`config.mk`:
```
export PLATFORM = sky130hd
export DESIGN_NAME = serial_cmd_initiator
export DESIGN_NICKNAME = d
export VERILOG_FILES = /design/src/rtl/serial_cmd_initiator.sv
export SDC_FILE = /design/constraint.sdc
export NUM_CORES = 1
export LEC_CHECK = 0
export BUFFER_PORTS_ARGS = -buffer_cell sky130_fd_sc_hd__buf_2
export CAP_MARGIN = 20
export CORE_AREA = 2 2 118 206
export CTS_CLUSTER_DIAMETER = 50
export DETAILED_ROUTE_END_ITERATION = 12
export DIE_AREA = 0 0 120 208
export SLEW_MARGIN = 10
export SYNTH_ARGS = -nofsm -noshare
export SYNTH_HDL_FRONTEND = slang
export SYNTH_SLANG_ARGS = --single-unit
```
`constraint.sdc`:
```
create_clock -name clk -period 3.1 [get_ports clk]
set_input_delay 0.155 -clock clk [delete_from_list [all_inputs] [get_ports clk]]
set_output_delay 0.155 -clock clk [all_outputs]
set_load 0.01 [all_outputs]
```
`src/rtl/serial_cmd_initiator.sv`:
```
// Host-side initiator for the byte-serial command protocol: sends opcode/arg over UART, packs response bytes into words.
// Optional receive-gap timeout is enabled by defining SERCMD_TIMEOUT_EN.
module serial_cmd_initiator #(
  parameter int TIMEOUT_CYCLES     = 5000000,
  parameter int VERSION_RESP_BYTES = 1,
  parameter int HIST_RESP_BYTES    = 544
) (
  input  logic        clk,
  input  logic        reset_n,
  input  logic        cmd_valid,
  output logic        cmd_ready,
  input  logic [7:0]  cmd_op,
  input  logic [7:0]  cmd_arg,
  input  logic        txBusy,
  output logic        txStart,
  output logic [7:0]  txData,
  input  logic        rxReady,
  input  logic [7:0]  rxData,
  output logic        word_valid,
  output logic [31:0] word_data,
  output logic [7:0]  word_index,
  output logic        done,
  output logic        err,
  output logic [7:0]  stray_count
);

  localparam logic [2:0] S_IDLE    = 3'd0;
  localparam logic [2:0] S_TX_OP   = 3'd1;
  localparam logic [2:0] S_GAP_OP  = 3'd2;
  localparam logic [2:0] S_TX_ARG  = 3'd3;
  localparam logic [2:0] S_GAP_ARG = 3'd4;
  localparam logic [2:0] S_RECV    = 3'd5;
  localparam logic [2:0] S_FINISH  = 3'd6;

  logic [2:0]  state, state_nx;
  logic [7:0]  op_q, arg_q, last_tx;
  logic        is_arg1, is_resp;
  logic        cls_arg1, cls_resp;
  logic [9:0]  resp_total, byte_cnt;
  logic [31:0] word_acc, acc_nx;
  logic [1:0]  lane;
  logic        last_word;
  logic        accept, tx_fire, rx_take, final_byte, tmo_hit;

  assign accept     = cmd_valid && cmd_ready;
  assign tx_fire    = ((state == S_TX_OP) || (state == S_TX_ARG)) && !txBusy;
  // Once the closing word is pending, further bytes are not part of this response.
  assign rx_take    = (state == S_RECV) && rxReady && !last_word;
  assign lane       = byte_cnt[1:0];
  assign acc_nx     = word_acc | (32'(rxData) << {lane, 3'b000});
  assign final_byte = ((byte_cnt + 10'd1) == resp_total);

  assign cls_arg1 = cmd_op inside {8'd1, 8'd2, 8'd5, 8'd6, 8'd7};
  assign cls_resp = (cmd_op == 8'd0) || (cmd_op == 8'd10);

  assign txStart = tx_fire;
  assign txData  = tx_fire ? ((state == S_TX_ARG) ? arg_q : op_q) : last_tx;
  assign done    = (state == S_FINISH);

`ifdef SERCMD_TIMEOUT_EN
  logic [31:0] gap_cnt;
  logic        err_q;

  assign tmo_hit = (state == S_RECV) && !last_word && !rxReady &&
                   (gap_cnt == 32'(TIMEOUT_CYCLES - 1));
  assign err     = done && err_q;

  always_ff @(posedge clk or negedge reset_n) begin
    if (!reset_n) begin
      gap_cnt <= '0;
      err_q   <= 1'b0;
    end else begin
      if (state != S_RECV || rxReady)
        gap_cnt <= '0;
      else if (gap_cnt != 32'(TIMEOUT_CYCLES - 1))
        gap_cnt <= gap_cnt + 32'd1;
      if (accept)
        err_q <= 1'b0;
      else if (tmo_hit)
        err_q <= 1'b1;
    end
  end
`else
  assign tmo_hit = 1'b0;
  assign err     = 1'b0;
`endif

  always_comb begin
    state_nx = state;
    case (state)
      S_IDLE:    if (accept) state_nx = S_TX_OP;
      S_TX_OP:   if (!txBusy) state_nx = S_GAP_OP;
      S_GAP_OP:  state_nx = is_arg1 ? S_TX_ARG : (is_resp ? S_RECV : S_FINISH);
      S_TX_ARG:  if (!txBusy) state_nx = S_GAP_ARG;
      S_GAP_ARG: state_nx = is_resp ? S_RECV : S_FINISH;
      // Leave only after the closing word strobe, so done always follows the last word.
      S_RECV: begin
        if (word_valid && last_word)
          state_nx = S_FINISH;
        else if (tmo_hit && lane == 2'd0)
          state_nx = S_FINISH;
      end
      S_FINISH:  state_nx = S_IDLE;
      default:   state_nx = S_IDLE;
    endcase
  end

  always_ff @(posedge clk or negedge reset_n) begin
    if (!reset_n) begin
      state       <= S_IDLE;
      cmd_ready   <= 1'b0;
      op_q        <= '0;
      arg_q       <= '0;
      last_tx     <= '0;
      is_arg1     <= 1'b0;
      is_resp     <= 1'b0;
      resp_total  <= '0;
      byte_cnt    <= '0;
      word_acc    <= '0;
      last_word   <= 1'b0;
      word_valid  <= 1'b0;
      word_data   <= '0;
      word_index  <= '0;
      stray_count <= '0;
    end else begin
      state      <= state_nx;
      cmd_ready  <= (state_nx == S_IDLE);
      word_valid <= 1'b0;

      if (accept) begin
        op_q       <= cmd_op;
        arg_q      <= cmd_arg;
        is_arg1    <= cls_arg1;
        is_resp    <= cls_resp;
        resp_total <= (cmd_op == 8'd0) ? 10'(VERSION_RESP_BYTES) : 10'(HIST_RESP_BYTES);
        byte_cnt   <= '0;
        word_acc   <= '0;
        word_index <= '0;
        last_word  <= 1'b0;
      end

      if (tx_fire)
        last_tx <= txData;

      if (word_valid)
        word_index <= word_index + 8'd1;

      if (rx_take) begin
        byte_cnt <= byte_cnt + 10'd1;
        if (lane == 2'd3 || final_byte) begin
          word_valid <= 1'b1;
          word_data  <= acc_nx;
          word_acc   <= '0;
          last_word  <= final_byte;
        end else begin
          word_acc <= acc_nx;
        end
      end

      // A timeout flushes any partial word, zero-padded, as the closing word.
      if (tmo_hit) begin
        last_word <= 1'b1;
        if (lane != 2'd0) begin
          word_valid <= 1'b1;
          word_data  <= word_acc;
          word_acc   <= '0;
        end
      end

      if (rxReady && state != S_RECV && stray_count != 8'hFF)
        stray_count <= stray_count + 8'd1;
    end
  end

endmodule

```
======== Yosys cells after proc, flatten, opt, wreduce, memory -nomap -nowiden ========
Cells that the tools add are included.
word-level totals
  flip-flop bits (word level) ............. 132
  output and inout bits ................... 61
  input port bits ......................... 29
  logic and storage cells ................. 77
operators by class
  equal/unequal tests ..................... 16
  shift operators ......................... 1
  mux-type cells .......................... 22
  bitwise logic cells ..................... 1
  reductions and logical operators ........ 19
  add/subtract/negate cells ............... 3
operator list
  cell                                                                   count
  32-bit two-way mux                                                     3
  8-bit two-way mux                                                      4
  32-bit OR                                                              1
  8-bit by 5-bit left shift with 32-bit output                           1
  10-bit two-way mux                                                     3
  8-bit by 3-bit equality test with 1-bit output, second input constant  3
  3-bit case mux with 6 select lines                                     1
  8-bit by 1-bit adder with 8-bit output, second input constant          2
  3-bit two-way mux                                                      5
  10-bit by 1-bit adder with 10-bit output, second input constant        1
  10-bit equality test                                                   1
  3-bit equality test, second input constant                             3
  8-bit by 1-bit equality test with 1-bit output, second input constant  1
  8-bit by 2-bit equality test with 1-bit output, second input constant  1
  8-bit by 4-bit equality test with 1-bit output, second input constant  1
  8-bit zero test                                                        1
  8-bit inequality test, second input constant                           1
  1-bit logical AND                                                      7
  3-bit by 2-bit equality test with 1-bit output, second input constant  2
  3-bit zero test                                                        2
  1-bit two-way mux                                                      5
  5-bit nonzero test                                                     1
  2-bit nonzero test                                                     2
  3-bit by 1-bit equality test with 1-bit output, second input constant  1
  other kinds (6)                                                        9

======== Longest topological paths before layout ========
Gate-level depths: netlist (run 1).
  depth after elaboration ................. 5
  gate-level depth with buffers ........... 8
  gate-level depth less buffers ........... 6

======== Worst setup path before layout (run 1) ========
Ideal clock, no wire load.
  kind .................................... reg2reg
  from .................................... register byte_cnt[1]
  to ...................................... register word_acc[10]
  setup time .............................. 0.139 ns
  stages on the path, launching flop included .. 9
  setup slack ............................. 0.887 ns
  arrival ................................. 2.074 ns
  path buffers ............................ 2
  required time ........................... 2.961 ns
  cell sequence ........................... dfrtp_1 ha_1 and4_4 a2111o_1 and3_1 buf_6 nor4_4 buf_6 o22ai_1
on the way
  cells in the longest elaborated chain, start to end .. 5
RTL lines
  item                                      line  text
  from (decl)                               39    logic [9:0] resp_total, byte_cnt;
  from (signal assigned)                    149   byte_cnt <= byte_cnt + 10'd1;
  10-bit by 1-bit adder with 10-bit output  51    assign final_byte = ((byte_cnt + 10'd1) == resp_total);
  10-bit equality test                      51
  1-bit logical OR                          150   if (lane == 2'd3 || final_byte) begin
  32-bit two-way mux (*)                    150
  32-bit two-way mux (*)                    148   if (rx_take) begin
  to (signal assigned)                      156   word_acc <= acc_nx;
  to (decl)                                 40    logic [31:0] word_acc, acc_nx;
Every way passes the cells marked *; elsewhere a longest branch is shown, timed or not.
A chain may end at the register's enable or synchronous reset.

======== Worst setup path after layout (run 1) ========
  from .................................... register byte_cnt[1]
  to ...................................... register word_acc[27]
The elaborated chain is that of the path after synthesis.

==> metrics.cfg, run 1 <==
[outcome]
status=completed

[critical_path]
startpoint_type=flop
rrSetupSlack_ns=0.38
crit_path_end_kind=flop
cp.arrival_ns=3.05
r2r-end=word_acc[27]
worstSetupEndpoint=word_acc[27]
rr_worst_depth=7
r2r_start=byte_cnt[1]
worst_ep_required_time_ns=3.43
worst-setup-path-type=reg -> reg
cp-startpoint=byte_cnt[1]
critPathMaxFanout=20

[die]
fp.dieH_um=208
start_util_pct=29.8
io_pins=90
rows=74
coreArea_mm2=0.0232
die-area_mm2=0.0250
die_w_um=120

[synth]
synth.most_common_cell=dfrtp_1
synth-edff-count=0
yosysUniqueCellTypes=57
netlist_instances=775
synthesis.area_mm2=0.00692
synth-main-ff-cell=dfrtp_1
yosys-top-cells-area=dfrtp_1, o21ai_0, nand2_1
synth_top_family_by_area=simple AND/OR/NAND/NOR gates
yosysWarnings=0
muxShareOfSynthArea_pct=3.06
synth_top_area_cell=dfrtp_1
yosys.area_share.simple_pct=23.1
post_synth.cell_area_avg_um2=8.93
synthAdderAreaFrac_pct=0.543
synth_compound_area_share_pct=20.7
synth-seq-cells=124
synth_top_area_share_pct=44.9
ys_async_sr_fraction_pct=100
synth-xor-area-share_pct=2.15
netlist_top_cells_count=dfrtp_1, nand2_1, o21ai_0
synth_fp_nets=807
synth_seq_area_share_pct=44.9

[global_routing]
grt_max_degree=50
grt_pass1_wl_um=32300
grt.total_usage_pct=16.0
grt_pass1_vias=6211
antenna_found_initial=0
grt-ovfl-total=0

[route]
dr.pass1.iters=5
drt_iter0_drc=314
remaining_drc_errors=0
wirelength_um=19700
via_per_inst=5.38
final_antenna_net_count=0
wire_per_inst_um=16.8
dr_total_vias=6279

[clock_tree]
cts_hold_buf=15
path_clk_slew_ns=0.06
ctsResizeCount=0
cts_buffers=17
cts_tree=done
cts_root_buf=clkbuf_16
cts.sinks=124
clkLatencyLatePin_ns=0.42
htree_levels=4
post-cts-setup-buffers=0
cts_buffer_depth=2

[sta]
tightest_slew_ns=1.05
finClkSkew_ns=0.0107
setup_viol=0
rsz0062_at_grt=false
slew_headroom_pct=29.8
slew_viol_final=0
max_freq_mhz=368
setup-tns-final_ns=0
hold_viol=0
finalCriticalPeriod_ns=2.72
post-route-period-util_pct=87.7

[power_and_ir_drop]
powerDensity_mw_per_mm2=642
peakVddDrop_mv=0.434
leakage_nw=3.28

[cells_and_area]
area_delta_synth_final_pct=21.2
utilization_pct=36.1
layout.nets=883
antenna_cells=0
fill_cells=2349
drive_gt1_share_pct=19.9

[placed_design]
place.gp.congestion=0.831
io_buffers=88
dp_hpwl_um=13700

[min_path]
min_from=cmd_op[0]
min_path_type=in -> reg
whs_path_depth=2

[job]
maxCapViolations=0

## state kept, by name, indices dropped and copies added (netlist names), 3 cells and up
signal       flops
byte_cnt        10
stray_count      8
word_data       32
word_index       8
state            3
op_q             8
word_acc        32
last_tx          8
arg_q            8
## routing by layer
| layer | global-route usage, % | wire length, um |
|---|---|---|
| met4 | 7.02 | 452 |
| met5 | 0 | 0 |
| met1 | 18.6 | 8020 |
| met2 | 28.5 | 10300 |
| met3 | 2.66 | 875 |
## cell families (layout without fill, tap and decap cells)
| family | Yosys count | after routing |
|---|---|---|
| AND/OR/NAND/NOR | 307 | 307 |
| AO/OA/AOI/OAI | 213 | 213 |
| flip-flops | 124 | 124 |
| buffers and inverters | 91 | 180 |
| multiplexers | 19 | 19 |
| XOR/XNOR | 17 | 17 |
| adder cells (fa/ha/maj) | 3 | 3 |
| other | 1 | 1 |
## stage by stage
stage	power, W	hold slack [ns]	setup WS [ns]	cells	cell area, um^2
floorplan	0.00294	-0.141	0.887	775	6920
global placement	0.00339	0.223	0.488	1121	7640
detailed placement	0.00342	0.226	0.391	1121	7640
CTS	0.00544	0.0156	0.380	1168	8380
global route	0.00567	0.0511	0.188	1168	8380
finish	0.00538	0.0381	0.381	1168	8380
## critical path, stage by stage, from the launching register on
cell and delay (ns):
dfrtp_1 0.45, ha_2 0.30, xnor2_1 0.08, and2_1 0.18
o21ai_2 0.82, buf_4 0.35, o31a_1 0.28, o2bb2ai_1 0.15
## report_power, final
part	total, W	internal (W)	switching, W
Clock	0.00199	0.00125	0.000745
Sequential	0.00211	0.00189	0.000216
Combinational	0.00128	0.000517	0.000767
## worst min path at each step
stage	to	slack, ns
finish	op_q[0]	0.04
global route	op_q[0]	0.05
CTS	op_q[0]	0.02
detailed placement	word_index[1]	0.23
global placement	word_index[1]	0.22
floorplan	arg_q[0]	-0.14
## cell type report
class / instances / area [um^2] / area share (%)
Multi-Input combinational cell: 560 / 3440 / 41.0
Sequential cell: 124 / 3100 / 37.0
Timing Repair Buffer: 130 / 808 / 9.64
Clock buffer: 22 / 474 / 5.66
Tap cell: 304 / 380 / 4.54
Clock inverter: 10 / 115 / 1.37
Inverter: 18 / 67.6 / 0.806
## cell usage in the layout (no fill, tap or decap), drive strengths merged, types with 6 or more instances in the layout
cell         count
o21ai           73
nand2           78
nand4           37
mux2            17
o311ai           7
a31oi            7
a221oi          32
xor2            10
o2bb2ai         18
inv             18
dfrtp          124
clkbuf          22
a21oi           29
o22ai           19
a22oi            6
xnor2            7
dlygate4sd3     15
nand3           49
buf            115
nor2b           36
and2            37
nor2            40
No activity file was read; power rests on OpenSTA's default activity.
==> run 2, diff against run 1 <==
--- a/config.mk
+++ b/config.mk
@@ -5,12 +5,13 @@
 export SDC_FILE = /design/constraint.sdc
 export NUM_CORES = 1
 export LEC_CHECK = 0
+export ABC_AREA = 1
 export BUFFER_PORTS_ARGS = -buffer_cell sky130_fd_sc_hd__buf_2
 export CAP_MARGIN = 20
-export CORE_AREA = 2 2 118 206
+export CORE_AREA = 2 2 111 194
 export CTS_CLUSTER_DIAMETER = 50
 export DETAILED_ROUTE_END_ITERATION = 12
-export DIE_AREA = 0 0 120 208
+export DIE_AREA = 0 0 113 196
 export SLEW_MARGIN = 10
 export SYNTH_ARGS = -nofsm -noshare
 export SYNTH_HDL_FRONTEND = slang
==> metrics.cfg, run 2 <==
[outcome]
status=finished with violations  ; was completed
violations=DRC

[critical_path]
cp.arrival_ns=2.43  ; was 3.05 ns
critPathMaxStageDelay_ns=0.62  ; was 0.82 ns
path_cells=nor2_1 > inv_1 > nor2_1 > nor2_1 > o22ai_1 > buf_2  ; was ha_2 > xnor2_1 > and2_1 > o21ai_2 > buf_4 > o31a_1 > o2bb2ai_1
startpoint_type=flop  ; unchanged
critPathMaxFanout=10  ; was 20
worst_ep_required_time_ns=2.94  ; was 3.43 ns
r2r_start=state[2]  ; was byte_cnt[1]
path_depth=6  ; was 7
cp_top_family=simple AND/OR/NAND/NOR gates  ; was compound AO/OA/AOI/OAI gates
crit_buf_inv=2  ; was 1
rrSetupSlack_ns=0.84  ; was 0.38 ns
cpMaxStageDelayCell=nor2_1  ; was o21ai_2
crit_path_end_kind=primary output  ; was flop
worst-setup-path-type=reg -> out  ; was reg -> reg
rr_worst_depth=7  ; unchanged
r2r-end=word_data[27]  ; was word_acc[27]
crit_top_cell=nor2_1

[clock_tree]
post-cts-setup-buffers=0  ; unchanged
clkLatencyLatePin_ns=0.42  ; about the same
cts_root_buf=clkbuf_16  ; unchanged
cts.sinks=124  ; unchanged
cts_buffer_depth=2  ; unchanged
path_clk_slew_ns=0.06  ; about the same
ctsResizeCount=0  ; unchanged
htree_levels=4  ; unchanged
cts_tree=done  ; unchanged
cts_buffers=17  ; unchanged

[die]
die_w_um=113  ; was 120 um
fp.dieH_um=196  ; was 208 um
coreArea_mm2=0.0207  ; was 0.0232 mm^2
rows=70  ; was 74
start_util_pct=29.6  ; was 29.8%
io_pins=90  ; unchanged
die-area_mm2=0.0221  ; was 0.0250 mm^2

[route]
dr_total_vias=4934  ; was 6279
wirelength_um=15200  ; was 19700 um
remaining_drc_errors=12  ; was 0
dr.pass1.iters=9  ; was 5
wire_per_inst_um=14.5  ; was 16.8 um
final_antenna_net_count=0  ; unchanged
via_per_inst=4.73  ; was 5.38
drt_iter0_drc=280  ; was 314

[power_and_ir_drop]
peakVddDrop_mv=0.247  ; was 0.434 mV
leakage_nw=3.61  ; was 3.28 nW
powerDensity_mw_per_mm2=709  ; was 642 mW/mm^2

[synth]
synth-main-ff-cell=dfrtp_1  ; unchanged
ys_async_sr_fraction_pct=100  ; unchanged
synth-seq-cells=124  ; unchanged
post_synth.cell_area_avg_um2=8.93  ; about the same
synth_seq_area_share_pct=50.7  ; was 44.9%
synthesis.area_mm2=0.00611  ; was 0.00692 mm^2
yosys-top-cells-area=dfrtp_1, nand2_1, o22ai_2  ; was dfrtp_1, o21ai_0, nand2_1
netlist_top_cells_count=nand2_1, dfrtp_1, inv_1  ; was dfrtp_1, nand2_1, o21ai_0
synth.most_common_cell=nand2_1  ; was dfrtp_1
yosysUniqueCellTypes=36  ; was 57
yosysWarnings=0  ; unchanged
synth-edff-count=0  ; unchanged
synth_top_area_share_pct=50.7  ; was 44.9%
netlist_instances=685  ; was 775
synth_fp_nets=717  ; was 807
synth_top_area_cell=dfrtp_1  ; unchanged

[min_path]
min_path_type=in -> reg  ; unchanged
min_to=op_q[7]  ; was op_q[0]
min_from=cmd_op[7]  ; was cmd_op[0]
whs_path_depth=3  ; was 2

[sta]
tightest_slew_ns=0.752  ; was 1.05 ns
post-route-period-util_pct=83.4  ; was 87.7%
setup_viol=0  ; unchanged
slew_viol_final=0  ; unchanged
slew_headroom_pct=49.7  ; was 29.8%
finalCriticalPeriod_ns=2.59  ; was 2.72 ns
setup-tns-final_ns=0  ; unchanged
hold_viol=0  ; unchanged
setup_ws_ns=0.513  ; was 0.381 ns
max_freq_mhz=387  ; was 368 MHz
rsz0062_at_grt=false  ; unchanged
finClkSkew_ns=0.0112  ; was 0.0107 ns

[cells_and_area]
layout_common_cells=nand2_1, dfrtp_1, buf_2  ; was dfrtp_1, buf_2, nand2_1
top_regs=word_acc (32), word_data (32), byte_cnt (10)  ; unchanged
area_delta_synth_final_pct=20.9  ; was 21.2%
fin_area_mm2=0.00739  ; was 0.00838 mm^2
final_common_cell=nand2_1  ; was dfrtp_1
antenna_cells=0  ; unchanged
final_cells=1044  ; was 1168
utilization_pct=35.8  ; was 36.1%
drive_gt1_share_pct=25.8  ; was 19.9%
fill_cells=2146  ; was 2349
layout.nets=811  ; was 883

[placed_design]
dp_hpwl_um=10500  ; was 13700 um
place.gp.congestion=0.828  ; was 0.831
io_buffers=88  ; unchanged
dp.cells=1002  ; was 1121
placed_cell_area_mm2=0.00675  ; was 0.00764 mm^2
pre_cts_ws_ns=0.788  ; was 0.391 ns

[global_routing]
grt.total_usage_pct=14.4  ; was 16.0%
grt_pass1_vias=5002  ; was 6211
antenna_found_initial=0  ; unchanged
grt-ovfl-total=0  ; unchanged
grt_max_degree=52  ; was 50
grt_pass1_wl_um=25300  ; was 32300 um

[job]
maxCapViolations=0  ; unchanged

==> run 2: cell count changes in the layout (fill, tap and decap cells not counted), sizes merged, moves of 7 or more <==
cell     previous run  this run
inv                18        81
a31oi               7         0
o22ai              19        56
a21oi              29         2
nand2              78       212
nor2               40        30
o21ai              73        61
a221oi             32         0
mux2               17         1
nor2b              36         0
buf               115        99
nand4              37         5
o2bb2ai            18         0
and2               37         0
==> run 2: worst max path at each step <==
stage	startpoint	slack, ns	endpoint
3_3_place_gp	byte_cnt[1]	0.89	word_valid
4_1_cts	state[2]	0.48	txData[1]
3_5_place_dp	state[2]	0.79	word_data[4]
5_1_grt	state[2]	0.33	txData[1]
2_1_floorplan	byte_cnt[0]	1.29	word_acc[10]
6_report	state[2]	0.51	txData[1]
==> run 2: cell families after synthesis <==
group                    after synthesis  synth area share [%]
multiplexers                           2                 0.348
other                                  1                0.0613
buffers and inverters                112                  8.61
AND/OR/NAND/NOR                      307                  23.1
flip-flops                           124                  50.7
XOR/XNOR                              10                  1.43
AO/OA/AOI/OAI                        126                  15.1
adder cells (fa/ha/maj)                3                 0.614
==> run 2: what timing repair did <==
action | in CTS | in global routing
setup endpoints to repair | 0 | 0
hold buffers | 10 | 0
hold endpoints to repair | 43 | 0
==> run 2: layout make-up <==
cell class	instances	area (um^2)	share of cell area [%]
flip-flops and latches	124	3100	42.0
multi-input cells	449	2490	33.7
clock inverters	15	115	1.56
clock buffers	17	425	5.75
repair buffers	109	651	8.80
inverters	78	293	3.96
well taps	252	315	4.26
==> run 2: through the flow <==
stage	hold WS (ns)	power (W)
after CTS	0.00393	0.00532
after global placement	0.161	0.00342
after global routing	0.0234	0.00559
after detailed placement	0.169	0.00345
after floorplan	-0.141	0.00297
final	0.0211	0.00524
==> run 2: worst register-to-register path: cells and delay by family, from the launching register on <==
family / cells / cell delay (ns)
and+or+nand+nor: 5 / 1.21
DFF: 1 / 0.47
buffers and inverters: 2 / 0.47
==> run 2: where the power goes <==
part	switching, W	internal (W)
sequential	0.000169	0.00190
clock	0.000790	0.00103
combinational	0.000881	0.000475
total	0.00184	0.00340
==> run 2: metal layers <==
metal	track usage [%]	vias up	part of all wire, %
met3	3.58	25	3.8
met4	5.92	0	2.3
met5	0	-	0
met2	26.0	122	53
met1	16.1	2359	40
li1	-	2428	-
==> run 3, diff against run 2 <==
--- a/config.mk
+++ b/config.mk
@@ -5,13 +5,13 @@
 export SDC_FILE = /design/constraint.sdc
 export NUM_CORES = 1
 export LEC_CHECK = 0
-export ABC_AREA = 1
+export ABC_AREA = 0
 export BUFFER_PORTS_ARGS = -buffer_cell sky130_fd_sc_hd__buf_2
 export CAP_MARGIN = 20
-export CORE_AREA = 2 2 111 194
+export CORE_AREA = 2 2 118 206
 export CTS_CLUSTER_DIAMETER = 50
 export DETAILED_ROUTE_END_ITERATION = 12
-export DIE_AREA = 0 0 113 196
+export DIE_AREA = 0 0 120 208
 export SLEW_MARGIN = 10
 export SYNTH_ARGS = -nofsm -noshare
 export SYNTH_HDL_FRONTEND = slang
==> constraint.sdc (replaced) <==
create_clock -name clk -period 2.1 [get_ports clk]
set_input_delay 0.105 -clock clk [delete_from_list [all_inputs] [get_ports clk]]
set_output_delay 0.105 -clock clk [all_outputs]
set_load 0.01 [all_outputs]
==> metrics.cfg, run 3 (synthesis gave the netlist of run 1 again) <==
[critical_path]
startpoint_type=flop  ; unchanged
critPathMaxStageDelay_ns=0.41  ; was 0.62 ns
r2r-end=word_acc[14]  ; was word_data[27]
worst_ep_required_time_ns=2.41  ; was 2.94 ns
critPathMaxFanout=15  ; was 10
cp.arrival_ns=2.45  ; was 2.43 ns
worst-setup-path-type=reg -> reg  ; was reg -> out
crit_buf_inv=3  ; was 2
crit_path_end_kind=flop  ; was primary output
rrSetupSlack_ns=-0.04  ; was 0.84 ns
cp_top_family=buffers and inverters  ; was simple AND/OR/NAND/NOR gates
path_cells=ha_4 > and4_4 > a2111o_1 > and3_4 > buf_12 > nor4_4 > buf_6 > clkbuf_16 > o22ai_1  ; was nor2_1 > inv_1 > nor2_1 > nor2_1 > o22ai_1 > buf_2
rr_worst_depth=9  ; was 7
r2r_start=byte_cnt[1]  ; was state[2]
cpMaxStageDelayCell=dfrtp_1  ; was nor2_1

[cells_and_area]
drive_gt1_share_pct=29.9  ; was 25.8%
multi_input_area_mm2=0.00383  ; was 0.00249 mm^2
area_delta_synth_final_pct=35.4  ; was 20.9%
layout.nets=935  ; was 811
fill_cells=2263  ; was 2146
layout_common_cells=dfrtp_1, buf_2, nand2_1  ; was nand2_1, dfrtp_1, buf_2
top_regs=word_acc (32), word_data (32), byte_cnt (10)  ; unchanged
final_common_cell=dfrtp_1  ; was nand2_1
seq_area_mm2=0.00310  ; unchanged
antenna_cells=0  ; unchanged
utilization_pct=40.3  ; was 35.8%

[clock_tree]
cts_buffer_depth=2  ; unchanged
htree_levels=4  ; unchanged
cts_buffers=17  ; unchanged
clkLatencyLatePin_ns=0.43  ; was 0.42 ns
path_clk_slew_ns=0.06  ; about the same
cts.sinks=124  ; unchanged
cts_tree=done  ; unchanged
cts_root_buf=clkbuf_16  ; unchanged

[sta]
finClkSkew_ns=0.0103  ; was 0.0112 ns
hold_viol=0  ; unchanged
setup_viol=24  ; was 0
slew_viol_final=0  ; unchanged
setup_ws_ns=-0.0433  ; was 0.513 ns
finalCriticalPeriod_ns=2.14
max_freq_mhz=467
tightest_slew_ns=0.595  ; was 0.752 ns
rsz0062_at_grt=true  ; was false
post-route-period-util_pct=102
slew_headroom_pct=60.2  ; was 49.7%

[die]
rows=74  ; was 70
die_w_um=120  ; was 113 um
fp.dieH_um=208  ; was 196 um
io_pins=90  ; unchanged
start_util_pct=29.8  ; was 29.6%
die-area_mm2=0.0250  ; was 0.0221 mm^2
coreArea_mm2=0.0232  ; was 0.0207 mm^2

[placed_design]
dp_hpwl_um=14500  ; was 10500 um
place.gp.congestion=0.814  ; was 0.828
io_buffers=88  ; unchanged

[route]
dr_total_vias=6532  ; was 4934
wire_per_inst_um=18.0  ; was 14.5 um
via_per_inst=5.35  ; was 4.73
wirelength_um=21900  ; was 15200 um
remaining_drc_errors=0  ; was 12
dr.pass1.iters=4  ; was 9
final_antenna_net_count=0  ; unchanged
drt_iter0_drc=397  ; was 280

[global_routing]
grt_pass1_wl_um=34700  ; was 25300 um
grt.total_usage_pct=17.4  ; was 14.4%
grt-ovfl-total=0  ; unchanged
grt_max_degree=42  ; was 52
grt_pass1_vias=6625  ; was 5002
antenna_found_initial=0  ; unchanged

[job]
maxCapViolations=0  ; unchanged

[outcome]
violations=setup timing  ; was DRC
status=finished with violations  ; unchanged

[power_and_ir_drop]
leakage_nw=3.80  ; was 3.61 nW
peakVddDrop_mv=0.870  ; was 0.247 mV
total_power_w=0.00841  ; was 0.00524 W
powerDensity_mw_per_mm2=898  ; was 709 mW/mm^2

[min_path]
min_path_type=in -> reg  ; unchanged
whs_path_depth=2  ; was 3
min_from=rxData[5]  ; was cmd_op[7]
min_to=word_acc[5]  ; was op_q[7]

-- run 3: routing by layer --
layer  wire length, um  share of wire, %  track usage, %
met4               629               2.9            8.07
met2             11900                54            31.2
met3               796               3.6            3.78
met5                 0                 0               0
met1              8590                39            19.3
-- run 3: report_power, final --
group	internal, W	switching [W]	leakage, nW	total (W)
Sequential	0.00280	0.000281	1.50	0.00308
Combinational	0.000947	0.00131	2.01	0.00225
Clock	0.00195	0.00113	0.295	0.00308
-- run 3: repair_timing --
item	CTS	global route
setup buffers	1	5
hold buffers	18	0
cloned	0	5
setup endpoints to repair	47	74
endpoints found under the hold margin	55	0
pin swaps	3	30
gates resized for setup	17	54
-- run 3: layout make-up --
class                      instances  area share (%)
clock buffer                      21            5.02
clock inverter                    11            1.51
inverter                          18           0.721
multi-input combinational        561            40.9
sequential                       124            33.1
tap                              304            4.06
timing repair buffer             181            14.6
-- run 3: through the flow --
stage	TNS, ns	setup WS, ns	instances	cell area, um^2	hold WS [ns]
floorplan	-0.555	-0.0556	775	6930	-0.191
global placement	-0.876	-0.0587	1159	8010	0.130
detailed placement	-2.24	-0.0884	1159	8010	0.145
CTS	-0.162	-0.0296	1210	8920	0.00477
global route	-2.93	-0.0959	1220	9370	0.0152
finish	-0.569	-0.0433	1220	9370	0.0174
-- run 3: how the worst max path moves through the flow --
stage               depth (start not counted)   startpoint  slack, ns       endpoint
detailed placement                          7  byte_cnt[1]      -0.09    word_acc[0]
CTS                                         8  byte_cnt[0]      -0.03  word_data[29]
finish                                      9  byte_cnt[1]      -0.04   word_acc[14]
global placement                            7  byte_cnt[1]      -0.06    word_acc[3]
global route                                8  byte_cnt[0]       -0.1  word_data[24]
floorplan                                   8  byte_cnt[1]      -0.06   word_acc[24]
